File: config.mk
export PLATFORM = sky130hd
export DESIGN_NAME = cmp_result_deserializer_flat
export DESIGN_NICKNAME = d
export VERILOG_FILES = /design/src/rtl/cmp_result_deserializer_pkg.sv /design/src/rtl/cmp_result_deserializer_if.sv /design/src/rtl/cmp_result_deserializer_sat_counter.sv /design/src/rtl/cmp_result_deserializer.sv /design/src/flat_wrapper.sv
export SDC_FILE = /design/constraint.sdc
export NUM_CORES = 1
export LEC_CHECK = 0
export ABC_AREA = 1
export ABC_CLOCK_PERIOD_IN_PS = 1700
export BUFFER_PORTS_ARGS = -buffer_cell sky130_fd_sc_hd__buf_2
export CAP_MARGIN = 20
export CORE_ASPECT_RATIO = 1.25
export CORE_MARGIN = 2
export CORE_UTILIZATION = 45
export DETAILED_ROUTE_END_ITERATION = 8
export PLACE_DENSITY = 0.68
export RECOVER_POWER = 100
export SETUP_SLACK_MARGIN = 0.1
export SLEW_MARGIN = 20
export SYNTH_ARGS = -nofsm -noshare
export SYNTH_HDL_FRONTEND = slang
export SYNTH_SLANG_ARGS = --single-unit
File: constraint.sdc
create_clock -name ck -period 1.7 [get_ports ck]
set_clock_uncertainty 0.2 [all_clocks]
set_input_delay 0.34 -clock ck [delete_from_list [all_inputs] [get_ports ck]]
set_output_delay 0.34 -clock ck [all_outputs]
set_load 0.01 [all_outputs]
File: src/rtl/cmp_result_deserializer_pkg.sv
// rtl/cmp_result_deserializer_pkg.sv - shared state encoding and default sizes for the result deserializer
package cmp_result_deserializer_pkg;

  localparam int DEF_WIDTH = 8;
  localparam int DEF_CNT_W = 8;

  typedef enum logic [1:0] {
    ST_IDLE  = 2'd0,
    ST_SHIFT = 2'd1,
    ST_HOLD  = 2'd2
  } state_t;

endpackage

File: src/rtl/cmp_result_deserializer_if.sv
// rtl/cmp_result_deserializer_if.sv - comparator bit stream in, assembled word handshake out
interface cmp_result_deserializer_if
  import cmp_result_deserializer_pkg::*;
#(
  parameter int WIDTH = DEF_WIDTH,
  parameter int CNT_W = DEF_CNT_W
) ();

  logic             bit_vld;
  logic             outp;
  logic             overflw;
  logic             frame_start;
  logic [WIDTH-1:0] word;
  logic             word_vld;
  logic             word_rdy;
  logic             word_ovf;
  logic [CNT_W-1:0] ovf_cnt;
  logic             drop;

  // master: comparator side plus word consumer; slave: the deserializer
  modport master (
    output bit_vld, outp, overflw, frame_start, word_rdy,
    input  word, word_vld, word_ovf, ovf_cnt, drop
  );

  modport slave (
    input  bit_vld, outp, overflw, frame_start, word_rdy,
    output word, word_vld, word_ovf, ovf_cnt, drop
  );

endinterface

File: src/rtl/cmp_result_deserializer_sat_counter.sv
// rtl/cmp_result_deserializer_sat_counter.sv - saturating event counter with synchronous clear
module cmp_result_deserializer_sat_counter #(
  parameter int CNT_W = 8
) (
  input  logic             clk,
  input  logic             clr,
  input  logic             inc,
  output logic [CNT_W-1:0] cnt
);

  always_ff @(posedge clk) begin
    if (clr) begin
      cnt <= '0;
    end else if (inc && (cnt != {CNT_W{1'b1}})) begin
      cnt <= cnt + CNT_W'(1);
    end
  end

endmodule

File: src/rtl/cmp_result_deserializer.sv
// rtl/cmp_result_deserializer.sv - packs serial comparator results LSB-first into words with overflow tracking
module cmp_result_deserializer
  import cmp_result_deserializer_pkg::*;
#(
  parameter int WIDTH = DEF_WIDTH,
  parameter int CNT_W = DEF_CNT_W
) (
  input  logic                    ck,
  input  logic                    rst,
  cmp_result_deserializer_if.slave bus
);

  localparam int            CW   = $clog2(WIDTH);
  localparam logic [CW-1:0] LAST = CW'(WIDTH - 1);

  state_t           state;
  logic [WIDTH-1:0] shreg;
  logic [WIDTH-1:0] shreg_nxt;
  logic [CW-1:0]    cnt;
  logic             sticky;
  logic [WIDTH-1:0] word_q;
  logic             word_vld_q;
  logic             word_ovf_q;
  logic             drop_q;
  logic             out_free;
  logic             bit_ovf;
  logic [CNT_W-1:0] ovf_cnt;

  always_comb begin
    shreg_nxt      = shreg;
    shreg_nxt[cnt] = bus.outp;
  end

  assign out_free = !word_vld_q || bus.word_rdy;
  assign bit_ovf  = bus.bit_vld & bus.overflw;

  // In HOLD the completed word stays in shreg and its overflow flag in sticky.
  always_ff @(posedge ck) begin
    if (rst) begin
      state      <= ST_IDLE;
      shreg      <= '0;
      cnt        <= '0;
      sticky     <= 1'b0;
      word_q     <= '0;
      word_vld_q <= 1'b0;
      word_ovf_q <= 1'b0;
      drop_q     <= 1'b0;
    end else begin
      drop_q <= 1'b0;
      if (word_vld_q && bus.word_rdy) begin
        word_vld_q <= 1'b0;
      end

      case (state)
        ST_IDLE, ST_SHIFT: begin
          if (bus.frame_start) begin
            state  <= ST_SHIFT;
            shreg  <= {{(WIDTH-1){1'b0}}, bus.outp & bus.bit_vld};
            cnt    <= bus.bit_vld ? CW'(1) : '0;
            sticky <= bit_ovf;
          end else if ((state == ST_SHIFT) && bus.bit_vld) begin
            shreg <= shreg_nxt;
            if (cnt == LAST) begin
              cnt <= '0;
              if (out_free) begin
                word_q     <= shreg_nxt;
                word_ovf_q <= sticky | bus.overflw;
                word_vld_q <= 1'b1;
                sticky     <= 1'b0;
              end else begin
                sticky <= sticky | bus.overflw;
                state  <= ST_HOLD;
              end
            end else begin
              cnt    <= cnt + CW'(1);
              sticky <= sticky | bus.overflw;
            end
          end
        end

        ST_HOLD: begin
          drop_q <= bus.bit_vld;
          if (out_free) begin
            word_q     <= shreg;
            word_ovf_q <= sticky;
            word_vld_q <= 1'b1;
            sticky     <= 1'b0;
            cnt        <= '0;
            state      <= ST_SHIFT;
          end
        end

        default: state <= ST_IDLE;
      endcase
    end
  end

  cmp_result_deserializer_sat_counter #(
    .CNT_W(CNT_W)
  ) u_ovf_cnt (
    .clk(ck),
    .clr(rst),
    .inc(bit_ovf),
    .cnt(ovf_cnt)
  );

  assign bus.word     = word_q;
  assign bus.word_vld = word_vld_q;
  assign bus.word_ovf = word_ovf_q;
  assign bus.drop     = drop_q;
  assign bus.ovf_cnt  = ovf_cnt;

endmodule

File: src/flat_wrapper.sv
// flat-port wrapper written by rule: the top's interface ports become plain ports
module cmp_result_deserializer_flat import cmp_result_deserializer_pkg::*;
#(
  parameter int WIDTH = DEF_WIDTH,
  parameter int CNT_W = DEF_CNT_W
)
  (ck, rst, bus_bit_vld, bus_outp, bus_overflw, bus_frame_start, bus_word_rdy, bus_word, bus_word_vld, bus_word_ovf, bus_ovf_cnt, bus_drop);
  cmp_result_deserializer_if #(.WIDTH(WIDTH), .CNT_W(CNT_W)) bus_i ();
  input  logic ck;
  input  logic rst;
  input wire logic [$bits(bus_i.bit_vld)-1:0] bus_bit_vld;
  input wire logic [$bits(bus_i.outp)-1:0] bus_outp;
  input wire logic [$bits(bus_i.overflw)-1:0] bus_overflw;
  input wire logic [$bits(bus_i.frame_start)-1:0] bus_frame_start;
  input wire logic [$bits(bus_i.word_rdy)-1:0] bus_word_rdy;
  output wire logic [$bits(bus_i.word)-1:0] bus_word;
  output wire logic [$bits(bus_i.word_vld)-1:0] bus_word_vld;
  output wire logic [$bits(bus_i.word_ovf)-1:0] bus_word_ovf;
  output wire logic [$bits(bus_i.ovf_cnt)-1:0] bus_ovf_cnt;
  output wire logic [$bits(bus_i.drop)-1:0] bus_drop;
  assign bus_i.bit_vld = bus_bit_vld;
  assign bus_i.outp = bus_outp;
  assign bus_i.overflw = bus_overflw;
  assign bus_i.frame_start = bus_frame_start;
  assign bus_i.word_rdy = bus_word_rdy;
  assign bus_word = bus_i.word;
  assign bus_word_vld = bus_i.word_vld;
  assign bus_word_ovf = bus_i.word_ovf;
  assign bus_ovf_cnt = bus_i.ovf_cnt;
  assign bus_drop = bus_i.drop;
  cmp_result_deserializer #(.WIDTH(WIDTH), .CNT_W(CNT_W)) u_core (.ck(ck), .rst(rst), .bus(bus_i));
endmodule
After elaboration in Yosys (flattened, before gate mapping)
Cells that the tools add are included.
{"block": "totals", "reg_bits": 33, "in_bits": 7, "out_inout_bits": 19, "elab_cells": 85}
{"block": "op_classes", "add_sub_neg": 2, "magnitude_cmp": 2, "n_eq_ne": 12, "mux": 41, "n_bitwise": 4, "reduce_logical": 15}
{"op": "8-bit two-way mux", "n": 7}
{"op": "1-bit two-way mux", "n": 17}
{"op": "8-bit one-hot mux with 2 select lines", "n": 1}
{"op": "3-bit two-way mux", "n": 4}
{"op": "2-bit two-way mux", "n": 5}
{"op": "8-bit by 1-bit adder with 8-bit output, second input constant", "n": 1}
{"op": "8-bit bitwise mux", "n": 1}
{"op": "2-bit by 1-bit inequality test with 1-bit output, second input constant", "n": 4}
{"op": "8-bit inequality test, second input constant", "n": 1}
{"op": "3-bit by 2-bit inequality test with 1-bit output, second input constant", "n": 2}
{"op": "1-bit one-hot mux with 2 select lines", "n": 3}
{"op": "3-bit one-hot mux with 2 select lines", "n": 1}
{"op": "6-bit AND reduction", "n": 1}
{"op": "1-bit logical AND", "n": 4}
{"op": "3-bit by 4-bit less-than comparator with 1-bit output, second input constant", "n": 1}
{"op": "2-bit one-hot mux with 2 select lines", "n": 1}
{"op": "4-bit AND reduction", "n": 1}
{"op": "2-bit nonzero test", "n": 2}
{"op": "2-bit OR reduction", "n": 2}
{"op": "3-bit by 1-bit adder with 3-bit output, second input constant", "n": 1}
{"op": "1-bit demux with 3-bit select", "n": 1}
{"op": "3-bit equality test, second input constant", "n": 1}
{"op": "3-bit by 1-bit greater-or-equal comparator with 1-bit output, second input constant", "n": 1}
{"op": "3-bit inequality test, second input constant", "n": 1}
{"op": "11 further kinds", "n": 12}

Logic depth before layout (Yosys ltp)
Gate-level depths: netlist (run 1).
{"block": "logic_depth", "word_depth": 10, "mapped_depth": 9, "depth_no_buf": 9}

By module
A second synthesis (run 1) with hierarchy kept.
{"block": "hier_totals", "cells_unflattened": 312, "hier_area_um2": 1990.7}
{"module": "cmp_result_deserializer", "n_inst": 1, "cells_each": 235, "area_each_um2": 1506.4, "seq_area_each_um2": 500.5}
{"module": "cmp_result_deserializer_sat_counter", "n_inst": 1, "cells_each": 77, "area_each_um2": 484.2, "seq_area_each_um2": 160.2}

Worst setup path after synthesis (run 1)
Ideal clock, no wire load.
{"block": "synth_timing", "path_kind": "register to register", "startpoint": "register u_core.u_ovf_cnt.cnt[0]", "endpoint": "register u_core.u_ovf_cnt.cnt[2]", "setup_time_ps": 115, "arrival_time_ps": 1303, "required_time_ps": 1385, "slack_ps": 82, "stages_incl_launch_ff": 9, "path_buffers": 0, "period_less_slack_ps": 1618, "cell_sequence": "dfxtp_1 ha_1 nand2_1 nor2_1 nand2_1 nand2_1 inv_1 a21oi_1 nor2_1"}
{"block": "synth_via", "elab_chain_cells": 2, "word_cells_on_any_way": 3, "classes_between": "add/sub (1); eq/ne (1); reduce/logical (1)"}
{"element": "from (decl)", "line_no": "cmp_result_deserializer_sat_counter.sv:8", "text": "output logic [CNT_W-1:0] cnt"}
{"element": "from (signal assigned)", "line_no": "cmp_result_deserializer_sat_counter.sv:15", "text": "cnt <= cnt + CNT_W'(1);"}
{"element": "branches (longest 2 deep; another with 8-bit by 1-bit adder with 8-bit output)"}
Parallel ways; which one is timed is not known.
A chain may end at the register's enable or synchronous reset.

Final worst setup path (run 1)
{"block": "layout_timing", "startpoint": "register u_core.cnt[1]", "endpoint": "register u_core.word_q[1] (netlist: u_core.bus.word[1])"}
{"block": "layout_via", "elab_chain_cells": 10, "word_cells_on_any_way": 14, "classes_between": "order compare (2); eq/ne (2); mux (8); reduce/logical (2)"}
{"element": "from (decl)", "line_no": "cmp_result_deserializer.sv:19", "text": "logic [CW-1:0] cnt;"}
{"element": "from (signal assigned)", "line_no": "cmp_result_deserializer.sv:59", "text": "cnt <= bus.bit_vld ? CW'(1) : '0;"}
{"element": "from (signal assigned)", "line_no": "cmp_result_deserializer.sv:75", "text": "cnt <= cnt + CW'(1);"}
{"element": "3-bit by 4-bit less-than comparator with 1-bit output (implied by the code) / 3-bit by 1-bit greater-or-equal comparator with 1-bit output (equally long branches)", "line_no": "cmp_result_deserializer.sv:31", "text": "shreg_nxt[cnt] = bus.outp;"}
{"element": "1-bit logical AND (implied by the code)", "line_no": "cmp_result_deserializer.sv:31"}
{"element": "1-bit two-way mux (implied by the code)", "line_no": "cmp_result_deserializer.sv:31"}
{"element": "1-bit demux with 3-bit select"}
{"element": "8-bit bitwise mux", "line_no": "cmp_result_deserializer.sv:31"}
{"element": "8-bit two-way mux", "line_no": "cmp_result_deserializer.sv:65", "text": "if (out_free) begin"}
{"element": "8-bit two-way mux", "line_no": "cmp_result_deserializer.sv:63", "text": "if (cnt == LAST) begin"}
{"element": "8-bit two-way mux", "line_no": "cmp_result_deserializer.sv:61", "text": "end else if ((state == ST_SHIFT) && bus.bit_vld) begin"}
{"element": "8-bit two-way mux", "line_no": "cmp_result_deserializer.sv:56", "text": "if (bus.frame_start) begin"}
{"element": "8-bit one-hot mux with 2 select lines", "line_no": "cmp_result_deserializer.sv:54", "text": "case (state)"}
{"element": "to (signal assigned)", "line_no": "cmp_result_deserializer.sv:66", "text": "word_q <= shreg_nxt;"}
{"element": "to (signal assigned)", "line_no": "cmp_result_deserializer.sv:84", "text": "word_q <= shreg;"}
{"element": "to (decl)", "line_no": "cmp_result_deserializer.sv:21", "text": "logic [WIDTH-1:0] word_q;"}
Parallel ways exist; a longest one is shown, timed or not. The select of a mux whose other input is x is not followed.

==> metrics.txt, run 1 <==
die area=roughly 4500 um2; clk sinks=33; XOR/XNOR share of the synthesized area=0.004838; Rows=25; Ports=26; top-count cell post-synth=nand2_1; largest area contributor in the netlist=dfxtp_1; Area growth syn-to-layout=20.18%; Worst VDD drop=0.5154 mV; MaxCap Viol Count=0; Finished Core Util=0.5702; first-pass GRT wire length=6865 um; RSZ-0062 raised after global routing=yes; number of fillers in the final layout=around 400; final setup margin=79.42 ps; RR Endpoint=u_core.bus.word[1]; port bufs=25; DRC Markers=0; total gr overflow=0; pins over their slew limit=0; met2 WL post-DR=about 2100 um; reg2reg path depth=8; register area=around 670 um2; leakage power=0.9421 nW; Design Power=~1.5 mW; Fin. Hold Viols=0; sequential-to-total area share from yosys stat=0.3649; hold crit path type=primary input to flop; total CTS buffers=5; syn_nets=between 200 and 300; r2r startpoint=u_core.cnt[1]; mux share of post-synthesis cell area=0; hold endpoint=u_core.shreg[2]; outcome=completed; Max-Slew Margin vs Limit=0.8045; Logic pwr share=0.090; Clock Latency Late Sink=between 200 and 300 ps; max layer used=met4; die width=60.74 um; initial core utilization=0.4744; Core Region=3816 um2; Post-synth ARST share=0; largest family of logic cells by synthesized area=simple AND/OR/NAND/NOR gates; Tmin final=1621 ps; Max Clk Rate=617.1 MHz; worst slew pin tran=292.5 ps; Hold Path Depth=2; PD cells=690.2 nW/um2; Die Ht=roughly 75 um; Placer Congestion=0.8286; internal power=1.114 mW; CTS Buffer Depth=2; Post-synth EDFFs=0; Adder-Cell Fraction of Synth Area=0.02073; DRT iter0 DRCs=155; Synth Warn #=0; Crit Path Class=flop to flop; Sw Share=0.2583; CP Capture Type=flop; P_sw=0.3879 mW; met1 WL=about 1900 um; clock root cell=clkbuf_8; Multi-input gate area=1027 um2; pre-CTS setup slack=10.67 ps; Clock power frac=0.379; synth top area cells=dfxtp_1 36%, nand2_1 15%, nand3_1 11%; arrival time worst endpoint=1650 ps; routed wire length=around 4200 um; Worst Setup Start Kind=flop; CTS tree=done; layout cells sized above 1=0.1746; Post-DP HPWL=roughly 3000 um; pin count of the biggest net entering global routing=19; Avg Inst Size Synth=roughly 6.5 um2; cell area after synthesis=approximately 1800 um2; Critical Path RT=1720 ps; sequential power share=0.531; #FFs+latches synth=33; DR WL/cell=11.46 um; Worst-path clk slew=about 70 ps; fin nets=324; Placed Cells=roughly 360; initial antenna violation count=0; DR WL met3=165 um; R2R setup slack=between 70 and 80 ps; Unique masters post-synth=27; simple-gate share of the synthesized area=0.4098; antenna-violating nets left=0; Final Cycle Share=0.9533; vias in the first global route=roughly 1600; Via density=4.821; drt first pass iters=4; Critical Path Fanout Max=8; Synth Flop Type=dfxtp_1; GRT Total Usage=0.2003; CTS H-Tree Depth=2; Finished Layout Cells=369; # diodes=0; top-area cell type share of the netlist area=0.3649; Synth Area in Compound Gates=0.09053; Min-Delay Startpoint=rst; Post-Synthesis Cells=279; vias=1779; final setup vio count=0; Synth top cells by count=74 x nand2_1, 39 x nand3_1, 36 x nor2_1
metrics by stage:
stage	TNS [ps]	area [um2]	hold slack, ps
finish	0	2176	112.1
global route	-0.5774	2176	116.8
floorplan	0	1812	258.0
CTS	0	2106	110.2
global placement	0	2018	275.6
detailed placement	0	2018	288.8
power groups by stage:
stage	logic, mW	registers [mW]	clock network, mW
floorplan	0.0874	0.812	0
global placement	0.130	0.811	0
detailed placement	0.130	0.812	0
CTS	0.131	0.794	0.584
global route	0.153	0.798	0.627
finish	0.136	0.797	0.569
cell families after synthesis:
family | Yosys count
DFF | 33
buffers and inverters | 45
adders and majority gates | 3
AOI/OAI and AO/OA | 29
and+or+nand+nor | 168
xor gates and xnor gates | 1
critical path, stage by stage, from the launching register on:
cell      delay [ps]
dfxtp_2          360
ha_4             140
ha_4             140
nand2_4           60
o21bai_4         290
nand2_4          140
nand2_1           90
nand2_1           50
nor2_1           100
worst max path at each step:
stage | endpoint | start | cells after the start | slack, ps
2_1_floorplan | u_core.u_ovf_cnt.cnt[2] | u_core.u_ovf_cnt.cnt[1] | 8 | 100
3_3_place_gp | u_core.u_ovf_cnt.cnt[2] | u_core.u_ovf_cnt.cnt[1] | 8 | 100
3_5_place_dp | u_core.u_ovf_cnt.cnt[2] | u_core.u_ovf_cnt.cnt[1] | 8 | 10
4_1_cts | u_core.bus.word[7] | u_core.cnt[0] | 7 | 100
5_1_grt | u_core.bus.word[1] | u_core.cnt[1] | 8 | -0.6
6_report | u_core.bus.word[1] | u_core.cnt[1] | 8 | 80
routing by layer:
layer  global-route usage  vias to the layer above
li1                     -                      961
met1               0.2458                      783
met2               0.3429                       30
met3              0.04639                        5
met4              0.06522                        0
met5                    0                        -
final cells by class:
class / count / area share
flip-flops and latches: 33 / 0.3071
clock buffers: 6 / 0.03335
repair buffers: 37 / 0.08913
clock inverters: 2 / 0.004600
well taps: 54 / 0.03105
inverters: 35 / 0.06268
multi-input cells: 202 / 0.4721
timing repair:
item,CTS,global route
endpoints found under the setup margin,7,17
hold buffers,0,0
gates cloned,0,1
buffers inserted,0,2
pin swaps,0,10
gates resized for setup,3,19
flip-flops by register name, indices dropped and copies added, names as in the netlist:
signal	cells
u_core.shreg	8
u_core.state	2
u_core.bus.word_ovf	1
u_core.bus.word	8
u_core.bus.word_vld	1
u_core.sticky	1
u_core.u_ovf_cnt.cnt	8
u_core.bus.drop	1
u_core.cnt	3
cell usage in the layout, fill, tap and decap left out:
cell type  count
ha_4           3
nor2_1        34
o211ai_1       1
nand2_4        3
clkinv_4       1
clkinv_1       1
nand4_1        6
nand2_8        1
nand3_1       39
nor3_1         3
o21bai_4       1
o21ai_0        7
clkbuf_8       5
inv_1         29
clkinv_2       2
clkbuf_1      18
dfxtp_1       29
and3_1         1
xor2_1         1
a21oi_1       18
clkbuf_4       1
buf_2          8
nor2_4         1
nor2_2         5
buf_4         11
nand2_1       71
nand2_2        4
dfxtp_2        3
nand3_2        1
dfxtp_4        1
inv_2          4
a31oi_1        2
No activity file was read; power rests on OpenSTA's default activity.
==> inputs of run 2 (changes only) <==
--- a/config.mk
+++ b/config.mk
@@ -9,11 +9,11 @@
 export ABC_CLOCK_PERIOD_IN_PS = 1700
 export BUFFER_PORTS_ARGS = -buffer_cell sky130_fd_sc_hd__buf_2
 export CAP_MARGIN = 20
-export CORE_ASPECT_RATIO = 1.25
+export CORE_ASPECT_RATIO = 0.8
 export CORE_MARGIN = 2
 export CORE_UTILIZATION = 45
 export DETAILED_ROUTE_END_ITERATION = 8
-export PLACE_DENSITY = 0.68
+export PLACE_DENSITY = 0.76
 export RECOVER_POWER = 100
 export SETUP_SLACK_MARGIN = 0.1
 export SLEW_MARGIN = 20
==> run 2 against run 1 <==
Largest power group unchanged. Worst hold slack worse by 7.5 ps. Critical path type unchanged. Critical endpoint is now u_core.u_ovf_cnt.cnt[2]. Register-to-register slack improved by 40 ps. Highest routed layer unchanged. Clock power down 4.0%.
==> metrics.txt, run 2 (same netlist as run 1, synthesis figures left out) <==
Crit Path Class=flop to flop; Worst Setup Start Kind=flop; DR WL/cell=between 10 and 15 um; layout cells sized above 1=0.1841; die area=around 4500 um2; MaxCap Viol Count=0; # diodes=0; Core Region=3829 um2; Final Cell Area=2186 um2; delay-heaviest family, CP=simple AND/OR/NAND/NOR gates; Clock Latency Late Sink=270 ps; Worst VDD drop=~0.37 mV; RSZ-0062 raised after global routing=yes; Placed Area=slightly above 2000 um2; worst slew pin tran=308.5 ps; Tmin final=1582 ps; R2R setup slack=120 ps; clock root cell=clkbuf_8; Max Clk Rate=around 630 MHz; Via density=4.927; initial core utilization=0.4729; RR Endpoint=u_core.u_ovf_cnt.cnt[2]; CTS H-Tree Depth=2; initial antenna violation count=0; hold crit path type=primary input to flop; Worst-path clk slew=about 70 ps; stages on the worst setup path=8; outcome=completed; CP Capture Type=flop; port bufs=25; Post-DP HPWL=2898 um; commonest non-fill, non-tap cells in the layout=72 x nand2_1, 39 x nand3_1, 30 x dfxtp_1; PD cells=~680 nW/um2; reg2reg path depth=8; first element of the critical path=u_core.u_ovf_cnt.cnt[1]; DRC Markers=0; Setup TNS Final=0 ps; total CTS buffers=5; critical-path cell list=ha_1 > nand2_1 > nor2_2 > nand2_2 > nand2_4 > inv_4 > a21oi_1 > nor2_1; routed wire length=4360 um; pin count of the biggest net entering global routing=19; Area growth syn-to-layout=20.73%; Slowest Stage Delay on Critical Path=370 ps; arrival time worst endpoint=1550 ps; Die Ht=60.74 um; CTS Buffer Depth=2; CP Buf/Inv Count=1; most common cell after layout, fill and taps aside=nand2_1; Max-Slew Margin vs Limit=0.7928; Final Cycle Share=0.9309; vias=1823; Fin. Hold Viols=0; drt first pass iters=4; total gr overflow=0; Critical Path Fanout Max=8; GRT Total Usage=0.2082; Critical Path RT=1670 ps; Hold WS=104.6 ps; fin nets=326; vias in the first global route=1620; final setup vio count=0; clk sinks=33; die width=74.92 um; Ports=26; Critical Path Sink=u_core.u_ovf_cnt.cnt[2]; CTS tree=done; leakage power=0.9536 nW; antenna-violating nets left=0; first-pass GRT wire length=7210 um; Placer Congestion=0.8479; r2r startpoint=u_core.u_ovf_cnt.cnt[1]; pins over their slew limit=0; DRT iter0 DRCs=119; Rows=20; slowest cell on the critical path=dfxtp_1
-- run 2: cell types whose count changed in the layout (fill, tap and decap cells not counted), moves of 2 or more --
cell      before  now
nor2_2         5    8
nor2_1        34   29
nand2_4        3    5
nand2_2        4    2
nor2_4         1    3
clkbuf_2       0    2
-- run 2: worst min-delay path by stage --
stage / from / end / slack (ps) / cells after the start
after floorplan: u_core.sticky / u_core.sticky / 260 / 2
after global placement: u_core.sticky / u_core.sticky / 280 / 2
after detailed placement: u_core.sticky / u_core.sticky / 290 / 2
after CTS: rst / u_core.state[1] / 100 / 2
after global routing: rst / u_core.state[1] / 110 / 2
final: rst / u_core.state[1] / 100 / 2
-- run 2: repair_timing --
action | 4_1_cts | 5_1_grt
setup endpoints to repair | 10 | 16
hold buffers | 0 | 0
resized for setup | 12 | 17
endpoints found under the hold margin | 0 | 0
pin swaps | 5 | 5
cloned | 1 | 0
buffers inserted | 1 | 3
-- run 2: metal layers --
metal,GRT usage,part of all wire,up-vias
li1,-,-,969
met1,0.2941,0.49,791
met2,0.3133,0.45,59
met3,0.05316,0.059,4
met4,0.06378,0.0071,0
met5,0,0,-
-- run 2: cell type report --
type,instances,area (um2)
clock inverter,1,5.005
clock buffer,5,68.82
sequential,33,666.9
multi-input combinational,202,1035
fill,380,1643
inverter,35,138.9
tap,55,68.82
timing repair buffer,39,202.7
-- run 2: power breakdown --
| group | leakage [nW] | internal, mW | switching (mW) |
|---|---|---|---|
| clock | 0.0399 | 0.269 | 0.277 |
| combinational | 0.645 | 0.0444 | 0.0933 |
| sequential | 0.269 | 0.785 | 0.0108 |
-- run 2: per-stage QoR --
stage | utilization | instances | setup slack [ps] | total power, mW
6_report | 0.5709 | 370 | 117.5 | 1.479
4_1_cts | 0.5595 | 367 | 95.45 | 1.481
3_3_place_gp | 0.5275 | 359 | 89.77 | 0.9418
3_5_place_dp | 0.5275 | 359 | 12.11 | 0.9417
2_1_floorplan | - | 279 | 104.6 | 0.8996
5_1_grt | 0.5709 | 370 | 38.94 | 1.539
